## src/rtl/alu_result_stage.sv

```systemverilog
// rtl/alu_result_stage.sv - ALU result/flag FIFO stage with valid/ready output and sticky overflow
module alu_result_stage #(
  parameter int DEPTH = 2
) (
  input  logic                       clk,
  input  logic                       rst_n,
  input  logic                       in_valid,
  output logic                       in_ready,
  input  logic                       in_op,
  input  logic [7:0]                 in_a,
  input  logic [7:0]                 in_b,
  input  logic [7:0]                 in_result,
  input  logic                       in_cb,
  output logic                       out_valid,
  input  logic                       out_ready,
  output logic [7:0]                 out_result,
  output logic [3:0]                 out_flags,
  output logic [$clog2(DEPTH+1)-1:0] level,
  output logic                       sticky_ovf,
  input  logic                       clr_sticky
);
  localparam int AW = $clog2(DEPTH);
  localparam int LW = $clog2(DEPTH+1);

  logic [11:0]   mem [DEPTH];
  logic [AW-1:0] wr_ptr;
  logic [AW-1:0] rd_ptr;
  logic [LW-1:0] level_q;
  logic [LW-1:0] level_next;
  logic          out_valid_q;
  logic          sticky_q;
  logic          push;
  logic          pop;
  logic          flag_c;
  logic          flag_v;
  logic          flag_n;
  logic          flag_z;
  logic [11:0]   head;

  // Subtract overflows when operand signs differ; add when they match.
  always_comb begin
    flag_z = (in_result == 8'h00);
    flag_n = in_result[7];
    flag_c = in_cb;
    if (in_op)
      flag_v = (in_a[7] != in_b[7]) && (in_result[7] != in_a[7]);
    else
      flag_v = (in_a[7] == in_b[7]) && (in_result[7] != in_a[7]);
  end

  assign in_ready = (level_q != LW'(DEPTH));
  assign push     = in_valid && in_ready;
  assign pop      = out_valid_q && out_ready;

  always_comb begin
    level_next = level_q;
    case ({push, pop})
      2'b10:   level_next = level_q + LW'(1);
      2'b01:   level_next = level_q - LW'(1);
      default: level_next = level_q;
    endcase
  end

  always_ff @(posedge clk or negedge rst_n) begin
    if (!rst_n) begin
      wr_ptr      <= '0;
      rd_ptr      <= '0;
      level_q     <= '0;
      out_valid_q <= 1'b0;
      sticky_q    <= 1'b0;
    end else begin
      if (push) wr_ptr <= wr_ptr + AW'(1);
      if (pop)  rd_ptr <= rd_ptr + AW'(1);
      level_q     <= level_next;
      out_valid_q <= (level_next != '0);
      if (push && flag_v)
        sticky_q <= 1'b1;
      else if (clr_sticky)
        sticky_q <= 1'b0;
    end
  end

  // Storage needs no reset: the head slot is only visible while out_valid is high.
  always_ff @(posedge clk) begin
    if (push) mem[wr_ptr] <= {in_result, flag_c, flag_v, flag_n, flag_z};
  end

  assign head       = mem[rd_ptr];
  assign out_valid  = out_valid_q;
  assign out_result = out_valid_q ? head[11:4] : 8'h00;
  assign out_flags  = out_valid_q ? head[3:0]  : 4'h0;
  assign level      = level_q;
  assign sticky_ovf = sticky_q;
endmodule

```

## config.mk

```make
export PLATFORM = sky130hd
export DESIGN_NAME = alu_result_stage
export DESIGN_NICKNAME = d
export VERILOG_FILES = /design/src/rtl/alu_result_stage.sv
export SDC_FILE = /design/constraint.sdc
export NUM_CORES = 1
export LEC_CHECK = 0
export BUFFER_PORTS_ARGS = -buffer_cell sky130_fd_sc_hd__buf_4
export CAP_MARGIN = 40
export CORE_UTILIZATION = 40
export CTS_CLUSTER_SIZE = 25
export DETAILED_ROUTE_END_ITERATION = 8
export HOLD_SLACK_MARGIN = 0.12
export PLACE_DENSITY_LB_ADDON = 0.25
export SYNTH_ARGS = -nofsm -noshare
export SYNTH_HDL_FRONTEND = slang
export SYNTH_SLANG_ARGS = --single-unit
```

## constraint.sdc

```tcl
create_clock -name clk -period 2.6 [get_ports clk]
set_input_delay 0.39 -clock clk [delete_from_list [all_inputs] [get_ports clk]]
set_output_delay 0.39 -clock clk [all_outputs]
set_load 0.05 [all_outputs]
```

==> results of run 1 <==
path summary, 6_finish.rpt:
kind / startpoint / cells after the start / slack, ps / to
setup / recovery: rd_ptr / 3 / 510 / out_flags[1]
hold / removal: in_result[2] / 1 / 240 / mem[1][6]
setup reg to reg: level[0] / 4 / 910 / mem[0][0]
hold reg to reg: wr_ptr / 1 / 510 / wr_ptr
max in group asynchronous: rst_n / 2 / 2070 / rd_ptr
min in group asynchronous: rst_n / 2 / 420 / level[0]
worst register-to-register path, stage by stage, from the launching register on:
cell and delay (ps):
sky130_fd_sc_hd__dfrtp_1 430, sky130_fd_sc_hd__nand2b_1 200, sky130_fd_sc_hd__nand2_1 130, sky130_fd_sc_hd__nor2_1 420, sky130_fd_sc_hd__buf_4 250
flip-flops by register name (all words and copies together) (netlist names):
register and count:
out_valid 1, mem 22, level 2, rd_ptr 1, sticky_ovf 1, wr_ptr 1
Yosys cell counts:
master                     number
sky130_fd_sc_hd__xnor2_1        4
sky130_fd_sc_hd__and3_1         1
sky130_fd_sc_hd__nand2b_1       3
sky130_fd_sc_hd__nand2_1        2
sky130_fd_sc_hd__or3_1          1
sky130_fd_sc_hd__dfrtp_1        6
sky130_fd_sc_hd__a32o_1         1
sky130_fd_sc_hd__inv_1          1
sky130_fd_sc_hd__o21ai_0        1
sky130_fd_sc_hd__ha_1           1
sky130_fd_sc_hd__xor2_1         1
sky130_fd_sc_hd__nor2_1         2
sky130_fd_sc_hd__clkbuf_1       1
sky130_fd_sc_hd__nor2b_1       11
sky130_fd_sc_hd__and2_1         1
sky130_fd_sc_hd__buf_4          2
sky130_fd_sc_hd__or4_1          2
sky130_fd_sc_hd__nand3b_1       1
sky130_fd_sc_hd__edfxtp_1      22
sky130_fd_sc_hd__mux2i_1       12
area by class of cell:
type	count	area (um2)	area share, %
tap	31	38.79	2.620
timing repair buffer	35	265.3	17.92
inverter	1	3.754	0.2536
clock buffer	4	26.28	1.775
sequential	28	810.8	54.78
multi-input combinational	44	335.3	22.65
routing by layer:
layer  up-vias  track usage [%]  wire (um)
met4         0            7.317         40
met1       347            16.56        838
met2        23            25.51       1124
met5         -                0          0
li1        345                -          -
met3         4            2.093        105
metrics by stage:
| stage | std cells | total power, mW | cell area, um2 |
|---|---|---|---|
| floorplan | 76 | 1.482 | 1169 |
| global route | 143 | 2.018 | 1480 |
| finish | 143 | 1.936 | 1480 |
| CTS | 143 | 1.956 | 1480 |
| global placement | 138 | 1.756 | 1444 |
| detailed placement | 138 | 1.778 | 1444 |
power by group through the flow:
stage          clock [mW]  combinational, mW  sequential, mW
6_report            0.181               1.02           0.730
5_1_grt             0.197               1.07           0.750
4_1_cts             0.187               1.03           0.734
3_5_place_dp            0               1.04           0.743
3_3_place_gp            0               1.02           0.740
2_1_floorplan           0              0.716           0.766
cells by family after synthesis:
kind of cell	share of synthesized area (%)
AND/OR/NAND/NOR	12.31
buffers and inverters	1.926
flip-flops	69.38
XOR/XNOR	3.747
adder cells (fa/ha/maj)	1.070
AO/OA/AOI/OAI	1.284
multiplexers	10.28
what timing repair did:
item	in CTS	in global routing
endpoints found under the setup margin	0	0
hold buffers	1	0
hold endpoints to repair	6	0
==> impl_metrics.sql, run 1 <==
INSERT INTO impl_metrics (metric_group, metric, value, unit) VALUES
('critical_path', 'cp.arrival', '1700', 'ps'),
('detailed_routing', 'first_pass_iters', '4', ''),
('sta', 'report.final.hold_viol_count', '0', ''),
('clock_tree', 'worst_setup_hold_path_clk_slew', '150', 'ps'),
('synthesis', 'syn_area', '0.001169', 'mm2'),
('critical_path', 'critPathBufInv', '1', ''),
('sta', 'setup-tns-final', '0', 'ps'),
('global_route', 'grt.overflow.total', '0', ''),
('sta', 'timing.max_slew.rel_slack', '55.22', '%'),
('floorplan', 'io_pins', '48', ''),
('power', 'switching_share', '46.83', '%'),
('detailed_routing', 'drt-initial-drc-count', '12', ''),
('finish', 'mostFrequentLayoutCells', 'sky130_fd_sc_hd__buf_4, sky130_fd_sc_hd__edfxtp_1, sky130_fd_sc_hd__mux2i_1, sky130_fd_sc_hd__nor2b_1, sky130_fd_sc_hd__dfrtp_1', ''),
('run_status', 'status', 'completed', ''),
('sta', 'final_clock_skew', '12.90', 'ps'),
('placed_design', 'port_buffers', '33', ''),
('clock_tree', 'clk_latency', '330', 'ps'),
('power', 'p_per_area', '1308', 'mW/mm2'),
('detailed_routing', 'detailroute.via_count', '719', ''),
('run', 'maxCapViolations', '0', ''),
('finish', 'finish.net_count', '145', ''),
('power', 'peakVddDrop', '0.7898', 'mV'),
('synthesis', 'seq_area_frac_synth', '69.38', '%'),
('critical_path', 'critPathCaptureType', 'output pin', ''),
('critical_path', 'critical_path.startpoint_type', 'register', ''),
('global_route', 'total_track_usage', '14.30', '%'),
('clock_tree', 'numCtsBuffers', '3', ''),
('synthesis', 'synthDistinctLibCells', '20', ''),
('placed_design', 'dp.final_hpwl', '1475', 'um'),
('finish', 'finalCoreUtilization', '53.68', '%'),
('power', 'pwr-share-clk', '9.4', '%'),
('power', 'power.internal', '1.029', 'mW'),
('min_path', 'hold_path.class', 'in2reg', ''),
('sta', 'slew_at_the_pin_with_the_worst_max_slew_slack', '671.7', 'ps'),
('synthesis', 'synth_top_cell_by_area', 'sky130_fd_sc_hd__edfxtp_1', ''),
('sta', 'final_max_slew_viol_count', '0', ''),
('power', 'total_leakage_power', '0.6159', 'nW'),
('floorplan', 'die_extent_in_x', '56.05', 'um'),
('clock_tree', 'cts-root-buf', 'sky130_fd_sc_hd__clkbuf_4', ''),
('synthesis', 'syn_area_per_cell', '15.38', 'um2'),
('finish', 'final_common_cell', 'sky130_fd_sc_hd__buf_4', ''),
('finish', 'drive_gt1_share', '33.04', '%'),
('detailed_routing', 'avgViaCountPerCell', '5.028', ''),
('global_route', 'grt_first_pass_wirelength', '3325', 'um'),
('clock_tree', 'cts-root-to-sink-buffers', '2', ''),
('global_route', 'antenna_found_initial', '0', ''),
('detailed_routing', 'post_detailed_route_wirelength_per_cell', '14.75', 'um'),
('clock_tree', 'clkSinkCount', '28', ''),
('power', 'p_comb_share', '52.9', '%'),
('clock_tree', 'cts_max_level', '1', ''),
('synthesis', 'synth_area_leaders', 'sky130_fd_sc_hd__edfxtp_1, sky130_fd_sc_hd__dfrtp_1, sky130_fd_sc_hd__mux2i_1, sky130_fd_sc_hd__nor2b_1, sky130_fd_sc_hd__xnor2_1', ''),
('floorplan', 'placementRows', '19', ''),
('placed_design', 'place_congestion', '0.6885', ''),
('sta', 'final_critical_path_setup_slack', '510.0', 'ps'),
('finish', 'num_antenna_cells', '0', ''),
('clock_tree', 'tritoncts', 'done', ''),
('synthesis', 'synth_largest_type_area_fraction', '56.53', '%'),
('critical_path', 'worstSetupPathType', 'reg2out', ''),
('clock_tree', 'cts_resized', '0', ''),
('floorplan', 'die_area', '0.003142', 'mm2'),
('sta', 'setup_viol', '0', ''),
('synthesis', 'postSynthNetCount', '108', ''),
('power', 'switching_power', '906.5', 'uW'),
('critical_path', 'timing.critical_path.max_delay_family', 'flip-flops', ''),
('critical_path', 'worst-path-max-fanout', '12', ''),
('detailed_routing', 'postRouteAntennaNets', '0', ''),
('finish', 'n_fill_cell', '237', ''),
('floorplan', 'start_util', '42.38', '%'),
('sta', 'clock.fmax', '478.5', 'MHz'),
('detailed_routing', 'wl', '2109', 'um'),
('global_route', 'first_global_vias', '715', '');
(Power assumes the default switching activity.)
==> run 2, diff against run 1 <==
==> constraint.sdc (replaced) <==
create_clock -name clk -period 2.2 [get_ports clk]
set_input_delay 0.33 -clock clk [delete_from_list [all_inputs] [get_ports clk]]
set_output_delay 0.33 -clock clk [all_outputs]
set_load 0.05 [all_outputs]
==> run 2 against run 1 <==
  * Count of clock-buffer cells in the layout is the same
  * Total power rose by 21%
  * Clock power increased by 38%
  * Combinational power increased by 25%
  * Final cell count increased by 0.70%
  * Sequential share of layout area shrank 0.91 points
  * Global-route usage rose by 0.085 points
  * Via count is 1.3% higher
  * Core utilization rose by 0.91 points
  * Design area grew 1.7%
  * Sequential cell count is the same
==> impl_metrics.sql, run 2 (synthesized netlist as in run 1, its figures left out) <==
INSERT INTO impl_metrics (metric_group, metric, value, unit) VALUES
('global_route', 'grt.overflow.total', '0', ''),
('power', 'total_power', '2.349', 'mW'),
('placed_design', 'place_congestion', '0.6838', ''),
('finish', 'n_fill_cell', '229', ''),
('detailed_routing', 'first_pass_iters', '3', ''),
('floorplan', 'placementRows', '19', ''),
('placed_design', 'numPlacedInstances', '139', ''),
('run', 'maxCapViolations', '0', ''),
('sta', 'final_critical_path_setup_slack', '274.1', 'ps'),
('run_status', 'status', 'completed', ''),
('critical_path', 'cpPeakStageDelay', '580', 'ps'),
('sta', 'timing.max_slew.rel_slack', '60.74', '%'),
('sta', 'setup-tns-final', '0', 'ps'),
('finish', 'drive_gt1_share', '37.17', '%'),
('critical_path', 'timing.critical_path.max_delay_family', 'flip-flops', ''),
('clock_tree', 'cts-root-buf', 'sky130_fd_sc_hd__clkbuf_4', ''),
('detailed_routing', 'drcViolationCount', '0', ''),
('sta', 'setup_viol', '0', ''),
('floorplan', 'die_area', '0.003142', 'mm2'),
('finish', 'finish.net_count', '146', ''),
('detailed_routing', 'wl', '2034', 'um'),
('finish', 'finalCoreUtilization', '54.58', '%'),
('clock_tree', 'numCtsBuffers', '3', ''),
('detailed_routing', 'drt-initial-drc-count', '19', ''),
('floorplan', 'die_h', '56.05', 'um'),
('critical_path', 'critPathSlowestCell', 'sky130_fd_sc_hd__dfrtp_1', ''),
('clock_tree', 'clk_latency', '320', 'ps'),
('global_route', 'grt_start_max_net_pins', '16', ''),
('critical_path', 'worstSetupPathType', 'reg2out', ''),
('sta', 'slew_at_the_pin_with_the_worst_max_slew_slack', '588.3', 'ps'),
('global_route', 'first_global_vias', '721', ''),
('detailed_routing', 'postRouteAntennaNets', '0', ''),
('placed_design', 'port_buffers', '33', ''),
('placed_design', 'pre_cts_slack', '606.5', 'ps'),
('sta', 'whs', '185.6', 'ps'),
('sta', 'final_max_slew_viol_count', '0', ''),
('critical_path', 'critPathCaptureType', 'output pin', ''),
('sta', 'report.final.hold_viol_count', '0', ''),
('finish', 'post_layout_nonfiller_instances', '144', ''),
('power', 'p_per_area', '1560', 'mW/mm2'),
('critical_path', 'cp.arrival', '1600', 'ps'),
('critical_path', 'crit_top_cell', 'sky130_fd_sc_hd__buf_4', ''),
('critical_path', 'worst-path-max-fanout', '7', ''),
('floorplan', 'start_util', '42.38', '%'),
('finish', 'areaGrowthSynthToFinish', '28.80', '%'),
('finish', 'largest_reg_flops', '22', ''),
('placed_design', 'placement_stage_cell_area', '0.001459', 'mm2'),
('global_route', 'antenna_found_initial', '0', ''),
('floorplan', 'fp.coreArea', '0.002758', 'mm2'),
('finish', 'finalInstanceArea', '0.001505', 'mm2'),
('min_path', 'hold_path.class', 'in2reg', ''),
('finish', 'mostFrequentLayoutCells', 'sky130_fd_sc_hd__buf_4, sky130_fd_sc_hd__edfxtp_1, sky130_fd_sc_hd__mux2i_1, sky130_fd_sc_hd__nor2b_1, sky130_fd_sc_hd__dfrtp_1', ''),
('sta', 'clock.fmax', '519.2', 'MHz'),
('placed_design', 'dp.final_hpwl', '1465', 'um'),
('critical_path', 'critical_path.startpoint_type', 'register', ''),
('power', 'total_leakage_power', '0.6278', 'nW'),
('floorplan', 'die_extent_in_x', '56.05', 'um'),
('sta', 'period_needed', '1926', 'ps'),
('finish', 'final_common_cell', 'sky130_fd_sc_hd__buf_4', ''),
('sta', 'period_utilization', '87.54', '%'),
('clock_tree', 'cts_max_level', '1', ''),
('detailed_routing', 'avgViaCountPerCell', '5.056', ''),
('sta', 'final_clock_skew', '1.689', 'ps'),
('finish', 'largest-register', 'mem', ''),
('critical_path', 'critPathBufInv', '2', ''),
('detailed_routing', 'post_detailed_route_wirelength_per_cell', '14.13', 'um'),
('finish', 'num_antenna_cells', '0', ''),
('critical_path', 'path_cells', 'buf_4 -> mux2i_1 -> nor2b_1 -> buf_4', ''),
('critical_path', 'timing.critical_path.required', '1870', 'ps'),
('clock_tree', 'tritoncts', 'done', ''),
('clock_tree', 'worst_setup_hold_path_clk_slew', '150', 'ps'),
('global_route', 'grt_first_pass_wirelength', '3394', 'um'),
('sta', 'rsz0062_at_grt', 'no', ''),
('global_route', 'total_track_usage', '14.39', '%'),
('floorplan', 'io_pins', '48', ''),
('clock_tree', 'cts-root-to-sink-buffers', '2', ''),
('clock_tree', 'clkSinkCount', '28', ''),
('power', 'peakVddDrop', '0.9014', 'mV'),
('detailed_routing', 'detailroute.via_count', '728', '');
[run 2: repair_timing]
| action | in CTS | in global routing |
|---|---|---|
| hold buffers | 1 | 0 |
| hold endpoints to repair | 6 | 0 |
| buffers inserted | 0 | 0 |
| gates resized for setup | 0 | 0 |
[run 2: final cells by class]
type	count	area, um2	share of cell area (%)
flip-flops and latches	28	810.8	53.87
well taps	31	38.79	2.577
inverters	1	3.754	0.2494
repair buffers	36	272.8	18.12
clock buffers	4	36.28	2.411
multi-input cells	44	342.8	22.78
[run 2: per-layer routing]
layer | wire [um] | GRT usage, %
met1 | 896 | 18.21
met2 | 1026 | 24.83
met3 | 85 | 2.326
met4 | 25 | 5.226
met5 | 0 | 0
[run 2: path summary, 6_finish.rpt]
path                                 start       endpoint  slack [ps]  depth (start not counted)
worst max-delay path                rd_ptr  out_result[0]         270                          4
worst min-delay path                 in_cb      mem[0][3]         190                          1
worst max register to register    level[0]      out_valid         580                          5
worst min register to register  sticky_ovf     sticky_ovf         530                          1
max in group asynchronous            rst_n         rd_ptr        1760                          2
min in group asynchronous            rst_n       level[1]         330                          2
[run 2: where the power goes]
group,switching (mW),total [mW],internal (mW)
combinational,0.847,1.28,0.433
sequential,0.0860,0.819,0.733
clock,0.148,0.249,0.101
[run 2: worst reg2reg max path, stage by stage, from the launching register on]
cell	delay [ps]
sky130_fd_sc_hd__dfrtp_1	450
sky130_fd_sc_hd__nand2b_2	220
sky130_fd_sc_hd__nand2_1	140
sky130_fd_sc_hd__ha_1	280
sky130_fd_sc_hd__or3_1	380
sky130_fd_sc_hd__nand3b_1	90
